[src/rtl/idli_pio_m.sv]
`default_nettype none
// +--------------------------------------------------------------------------+
// | Module   : idli_pio_m                                                    |
// | Purpose  : General-purpose pin I/O unit. Synchronises the input pins,    |
// |            optionally records sticky rising/falling edge flags, holds    |
// |            the output pin latch, and exchanges 16-bit command/status     |
// |            words with the execute stage one 4-bit slice per cycle,       |
// |            aligned to the shared 2-bit slice counter.                    |
// | Macro    : IDLI_PIO_EDGE_EN - when defined, edge flags and the warm-up   |
// |            counter are built; otherwise status bits [11:4] read 0 and    |
// |            write bits [15:8] are ignored.                                |
// | Ports    : i_pio_gck      core clock                                     |
// |            i_pio_rst_n    asynchronous active-low reset                  |
// |            i_pio_ctr      shared slice counter (0..3, every cycle)       |
// |            i_pio_data     write-word slice, LSB slice first              |
// |            i_pio_wr_vld   execute stage streams a write word             |
// |            o_pio_wr_acp   write word accepted (ctr==0 cycle only)        |
// |            i_pio_rd_req   execute stage requests a status word           |
// |            o_pio_data     status-word slice, LSB slice first             |
// |            o_pio_rd_vld   o_pio_data carries a valid status slice        |
// |            i_pio_pins     asynchronous external input pins               |
// |            o_pio_pins     registered output pins                         |
// | Revision : 1.0 - initial release                                         |
// +--------------------------------------------------------------------------+
module idli_pio_m (
  input  logic       i_pio_gck,
  input  logic       i_pio_rst_n,
  input  logic [1:0] i_pio_ctr,
  input  logic [3:0] i_pio_data,
  input  logic       i_pio_wr_vld,
  output logic       o_pio_wr_acp,
  input  logic       i_pio_rd_req,
  output logic [3:0] o_pio_data,
  output logic       o_pio_rd_vld,
  input  logic [3:0] i_pio_pins,
  output logic [3:0] o_pio_pins
);

  typedef enum logic [0:0] {WIDLE = 1'b0, WBUSY = 1'b1} wstate_t;
  typedef enum logic [0:0] {RIDLE = 1'b0, RBUSY = 1'b1} rstate_t;

  wstate_t     wstate;
  wstate_t     wstate_nxt;
  rstate_t     rstate;
  rstate_t     rstate_nxt;

  logic [3:0]  s1;
  logic [3:0]  s2;
  logic [3:0]  out_q;
  logic [7:0]  wbuf;        // [3:0] output value, [7:4] output write mask
  logic [15:0] status;
  logic [15:0] snap;
  logic        wr_slice_en; // a write word is still streaming in WBUSY
  logic        wr_apply;    // final slice present: commit the word this edge
  logic        snap_ld;

  // --------------------------------------------------------------------------
  // Input synchroniser
  // --------------------------------------------------------------------------
  always_ff @(posedge i_pio_gck or negedge i_pio_rst_n) begin
    if (!i_pio_rst_n) begin
      s1 <= 4'h0;
      s2 <= 4'h0;
    end else begin
      s1 <= i_pio_pins;
      s2 <= s1;
    end
  end

  // --------------------------------------------------------------------------
  // Write FSM
  // --------------------------------------------------------------------------
  always_ff @(posedge i_pio_gck or negedge i_pio_rst_n) begin
    if (!i_pio_rst_n) begin
      wstate <= WIDLE;
    end else begin
      wstate <= wstate_nxt;
    end
  end

  always_comb begin
    wstate_nxt   = wstate;
    o_pio_wr_acp = 1'b0;
    wr_apply     = 1'b0;
    wr_slice_en  = 1'b0;
    case (wstate)
      WIDLE: begin
        if ((i_pio_ctr == 2'd0) && i_pio_wr_vld) begin
          o_pio_wr_acp = 1'b1;
          wstate_nxt   = WBUSY;
        end
      end
      WBUSY: begin
        if (!i_pio_wr_vld) begin
          // Word abandoned mid-stream: drop the partial buffer contents.
          wstate_nxt = WIDLE;
        end else begin
          wr_slice_en = 1'b1;
          if (i_pio_ctr == 2'd3) begin
            wr_apply   = 1'b1;
            wstate_nxt = WIDLE;
          end
        end
      end
      default: wstate_nxt = WIDLE;
    endcase
  end

  // Slice buffer and output latch. Slice 3 is never buffered: it is used
  // straight from i_pio_data on the commit edge.
  always_ff @(posedge i_pio_gck or negedge i_pio_rst_n) begin
    if (!i_pio_rst_n) begin
      wbuf  <= 8'h00;
      out_q <= 4'h0;
    end else begin
      if (o_pio_wr_acp) begin
        wbuf[3:0] <= i_pio_data;
      end
      if (wr_slice_en && (i_pio_ctr == 2'd1)) begin
        wbuf[7:4] <= i_pio_data;
      end
      if (wr_apply) begin
        out_q <= (out_q & ~wbuf[7:4]) | (wbuf[3:0] & wbuf[7:4]);
      end
    end
  end

  assign o_pio_pins = out_q;

  // --------------------------------------------------------------------------
  // Edge flags
  // --------------------------------------------------------------------------
`ifdef IDLI_PIO_EDGE_EN
  logic [3:0] rise;
  logic [3:0] fall;
  logic [3:0] rclr;   // buffered rising-flag clear mask (slice 2)
  logic [1:0] warm;
  logic       edge_en;
  logic [3:0] rise_clr;
  logic [3:0] fall_clr;

  // The synchroniser holds reset zeros for two edges; comparing them against
  // live pins would fake an edge for any pin that is high at reset release.
  assign edge_en  = (warm == 2'd2);
  assign rise_clr = wr_apply ? rclr : 4'h0;
  assign fall_clr = wr_apply ? i_pio_data : 4'h0;

  always_ff @(posedge i_pio_gck or negedge i_pio_rst_n) begin
    if (!i_pio_rst_n) begin
      rise <= 4'h0;
      fall <= 4'h0;
      rclr <= 4'h0;
      warm <= 2'd0;
    end else begin
      if (!edge_en) begin
        warm <= warm + 2'd1;
      end
      if (wr_slice_en && (i_pio_ctr == 2'd2)) begin
        rclr <= i_pio_data;
      end
      // Set is ORed in after the clear so an edge arriving on the commit
      // edge survives.
      rise <= (rise & ~rise_clr) | (edge_en ? (s1 & ~s2) : 4'h0);
      fall <= (fall & ~fall_clr) | (edge_en ? (~s1 & s2) : 4'h0);
    end
  end

  assign status = {out_q, fall, rise, s2};
`else
  assign status = {out_q, 8'h00, s2};
`endif

  // --------------------------------------------------------------------------
  // Read FSM
  // --------------------------------------------------------------------------
  always_ff @(posedge i_pio_gck or negedge i_pio_rst_n) begin
    if (!i_pio_rst_n) begin
      rstate <= RIDLE;
    end else begin
      rstate <= rstate_nxt;
    end
  end

  always_comb begin
    rstate_nxt   = rstate;
    o_pio_rd_vld = 1'b0;
    o_pio_data   = 4'h0;
    snap_ld      = 1'b0;
    case (rstate)
      RIDLE: begin
        if ((i_pio_ctr == 2'd0) && i_pio_rd_req) begin
          // Slice 0 comes from live state; the rest from the snapshot so
          // the word is coherent even if a write commits mid-read.
          o_pio_rd_vld = 1'b1;
          o_pio_data   = status[3:0];
          snap_ld      = 1'b1;
          rstate_nxt   = RBUSY;
        end
      end
      RBUSY: begin
        o_pio_rd_vld = 1'b1;
        o_pio_data   = snap[{i_pio_ctr, 2'b00} +: 4];
        if (i_pio_ctr == 2'd3) begin
          rstate_nxt = RIDLE;
        end
      end
      default: rstate_nxt = RIDLE;
    endcase
  end

  always_ff @(posedge i_pio_gck or negedge i_pio_rst_n) begin
    if (!i_pio_rst_n) begin
      snap <= 16'h0000;
    end else if (snap_ld) begin
      snap <= status;
    end
  end

endmodule
`default_nettype wire

[config.mk]
export PLATFORM = sky130hd
export DESIGN_NAME = idli_pio_m
export DESIGN_NICKNAME = d
export VERILOG_FILES = /design/src/rtl/idli_pio_m.sv
export SDC_FILE = /design/constraint.sdc
export NUM_CORES = 1
export LEC_CHECK = 0
export BUFFER_PORTS_ARGS = -buffer_cell sky130_fd_sc_hd__buf_2
export CORE_ASPECT_RATIO = 0.7
export CORE_MARGIN = 3
export CORE_UTILIZATION = 52
export CTS_CLUSTER_DIAMETER = 150
export DETAILED_ROUTE_END_ITERATION = 16
export MAX_ROUTING_LAYER = met4
export PLACE_DENSITY = 0.85
export SLEW_MARGIN = 20
export SYNTH_ARGS = -nofsm -noshare
export SYNTH_HDL_FRONTEND = slang
export SYNTH_SLANG_ARGS = --single-unit
export TNS_END_PERCENT = 30
[constraint.sdc]
create_clock -name i_pio_gck -period 1.8 [get_ports i_pio_gck]
set_input_delay 0.09 -clock i_pio_gck [delete_from_list [all_inputs] [get_ports i_pio_gck]]
set_output_delay 0.09 -clock i_pio_gck [all_outputs]
set_load 0.01 [all_outputs]
==> impl_metrics.json <==
{
  "synthTopCellsByArea": "dfrtp_1 63%, mux2_2 11%, mux2_4 5.1%, nand2_1 3.8%, a32oi_1 3.0%",
  "path_max_fanout": 7,
  "min-delay-start": "i_pio_data[1]",
  "status": "finished, final reports clean",
  "regArea_um2": 751,
  "clk_pin_slew_ns": 0.09,
  "syn_nets": 97,
  "wirelength_um": 2130,
  "ant_nets": 0,
  "ys.flop_type": "dfrtp_1",
  "finalMaxSlewViolations": 0,
  "grt_util_all_layers": 0.185,
  "maxSlewHeadroom": 0.576,
  "rsz0062_at_grt": "false",
  "ys_seq_area_frac": 0.635,
  "syn-instance-count": 83,
  "cap_violations": 0,
  "period_share": 0.924,
  "io_pins": 24,
  "rows": 13,
  "p_leak_nw": 0.752,
  "cp_data_required_time_ns": 1.71,
  "die_width_um": 63.0,
  "areaGrowthSynthToFinish_pct": 25.7,
  "syn_area_per_cell_um2": 14.2,
  "max-vdd-ir-drop_mv": 0.684,
  "drtPass1Iterations": 4,
  "hpwl_um": 1490,
  "initial_utilization": 0.591,
  "die_h_um": 45.9,
  "layout.cells.non_filler": 152,
  "syn-cell-area_mm2": 0.00118,
  "hp-class": "in -> reg",
  "cts_tree": "built",
  "synth_edf_count": 0,
  "fillCellCount": 132,
  "r2r_end": "snap[15]$_DFFE_PN0P_",
  "num_vias": 759,
  "rr_worst_depth": 3,
  "finalNetCount": 135,
  "worstHoldEndpoint": "wbuf[1]$_DFFE_PN0P_",
  "dieArea_mm2": 0.00289,
  "setup_slack_ns": 0.136,
  "synth-async-reset-ratio": 1.00,
  "diodes": 0,
  "power.density_mw_per_mm2": 1080,
  "cts_max_path_buffers": 2,
  "rr_startpoint": "rstate$_DFF_PN0_",
  "cts_root_buffer": "clkbuf_4",
  "wire_per_inst_um": 14.0,
  "cts_resized": 0,
  "critPathArrivalTime_ns": 1.57,
  "multiInputGateArea_um2": 390,
  "path_class": "reg -> out",
  "rrSetupSlack_ns": 0.36,
  "setup_viol": 0,
  "yosysWarnings": 0,
  "dpl.cell_count": 136,
  "numCtsBuffers": 5,
  "hold_viol_final": 0,
  "period_minus_slack_ns": 1.66,
  "synth_top_area_share": 0.635,
  "end_kind": "output port",
  "drive_gt1_frac": 0.426,
  "max_freq_mhz": 601,
  "core-area_mm2": 0.00200,
  "grt_first_pass_wirelength_um": 3680,
  "grt_pass1_vias": 798,
  "cts-htree-levels": 2,
  "first_iter_violations": 41,
  "grt_max_degree": 31,
  "vias_per_cell": 4.99,
  "synth.most_common_cell": "dfrtp_1",
  "synth_cell_types": 17,
  "critPathLaunchType": "flip-flop",
  "antenna_found_initial": 0,
  "holdPathStages": 2,
  "worst_pin_slew_ns": 0.636,
  "synth_top_cell_by_area": "dfrtp_1",
  "tns_ns": 0,
  "grt_overflow_total": 0,
  "cts_sinks": 30,
  "post-route-drc-count": 0,
  "dp_slack_ns": 0.393,
  "clock_latency_ns": 0.33,
  "synth.cells.most_frequent": "30 x dfrtp_1, 12 x mux2_2, 12 x nand2_1, 5 x inv_1",
  "final.setup_skew_ns": 0.00449,
  "gp_congestion": 0.791,
  "portBuffers": 23,
  "synth_seq_cells": 30
}
==> cell families (layout without fill, tap and decap cells) <==
family                     count (synthesis)  in the layout  share of synthesized area
DFF                                       30             30                      0.635
and+or+nand+nor                           20             20                      0.104
adders and majority gates                  1              1                    0.00847
AOI/OAI and AO/OA                          9              9                     0.0529
buffers and inverters                      7             46                     0.0349
muxes                                     16             16                      0.165
==> power breakdown <==
part | internal [mW] | total, mW | switching, mW
combinational | 0.144 | 0.254 | 0.110
sequential | 0.793 | 0.872 | 0.0794
clock | 0.267 | 0.485 | 0.219
==> layer usage <==
metal / global-route usage / part of all wire / up-vias
li1: - / - / 363
met1: 0.209 / 0.47 / 372
met2: 0.294 / 0.46 / 21
met3: 0.0716 / 0.059 / 3
met4: 0.0921 / 0.012 / 0
met5: - / 0 / -
==> worst max path at each step <==
stage | startpoint | to | slack [ns] | cells after the start
2_1_floorplan | rstate$_DFF_PN0_ | snap[14]$_DFFE_PN0P_ | 0.41 | 3
3_3_place_gp | rstate$_DFF_PN0_ | snap[12]$_DFFE_PN0P_ | 0.42 | 3
3_5_place_dp | rstate$_DFF_PN0_ | snap[15]$_DFFE_PN0P_ | 0.39 | 3
4_1_cts | rstate$_DFF_PN0_ | o_pio_data[3] | 0.14 | 5
5_1_grt | rstate$_DFF_PN0_ | o_pio_data[3] | 0.03 | 5
6_report | rstate$_DFF_PN0_ | o_pio_data[3] | 0.14 | 5
==> critical path, cell delays in order, from the launching register on <==
cell     delay (ns)
dfrtp_1        0.48
nor4b_4        0.33
buf_4          0.18
nand2_1        0.07
nand2_1        0.06
buf_2          0.12
==> through the flow <==
| step | area [µm²] | utilization | total power [mW] | hold WS [ns] |
|---|---|---|---|---|
| CTS | 1490 | 0.743 | 1.63 | 0.00102 |
| detailed placement | 1330 | 0.664 | 1.13 | 0.153 |
| global placement | 1330 | 0.664 | 1.11 | 0.137 |
| finish | 1490 | 0.743 | 1.61 | 0.0117 |
| floorplan | 1180 | - | 1.02 | -0.206 |
| global route | 1490 | 0.743 | 1.71 | 0.00120 |
==> area by class of cell <==
| type | instances | area share |
|---|---|---|
| multi-input combinational | 46 | 0.263 |
| clock buffer | 8 | 0.0530 |
| inverter | 5 | 0.0126 |
| tap | 30 | 0.0253 |
| sequential | 30 | 0.505 |
| timing repair buffer | 33 | 0.141 |
==> cell usage in the layout, fill, tap and decap left out, drive strengths merged <==
cell type / n
a21o: 1
a32oi: 4
and3: 2
and4: 1
buf: 25
clkbuf: 8
dfrtp: 30
dlygate4sd3: 8
inv: 5
maj3: 1
mux2: 16
nand2: 12
nand4b: 1
nor2: 1
nor2b: 2
nor4b: 1
o21ai: 4
==> what timing repair did <==
item / CTS / global route
hold buffers: 8 / 0
setup buffers: 0 / 0
endpoints found under the hold margin: 39 / 0
Note: power is estimated with default switching activity, not from simulation.
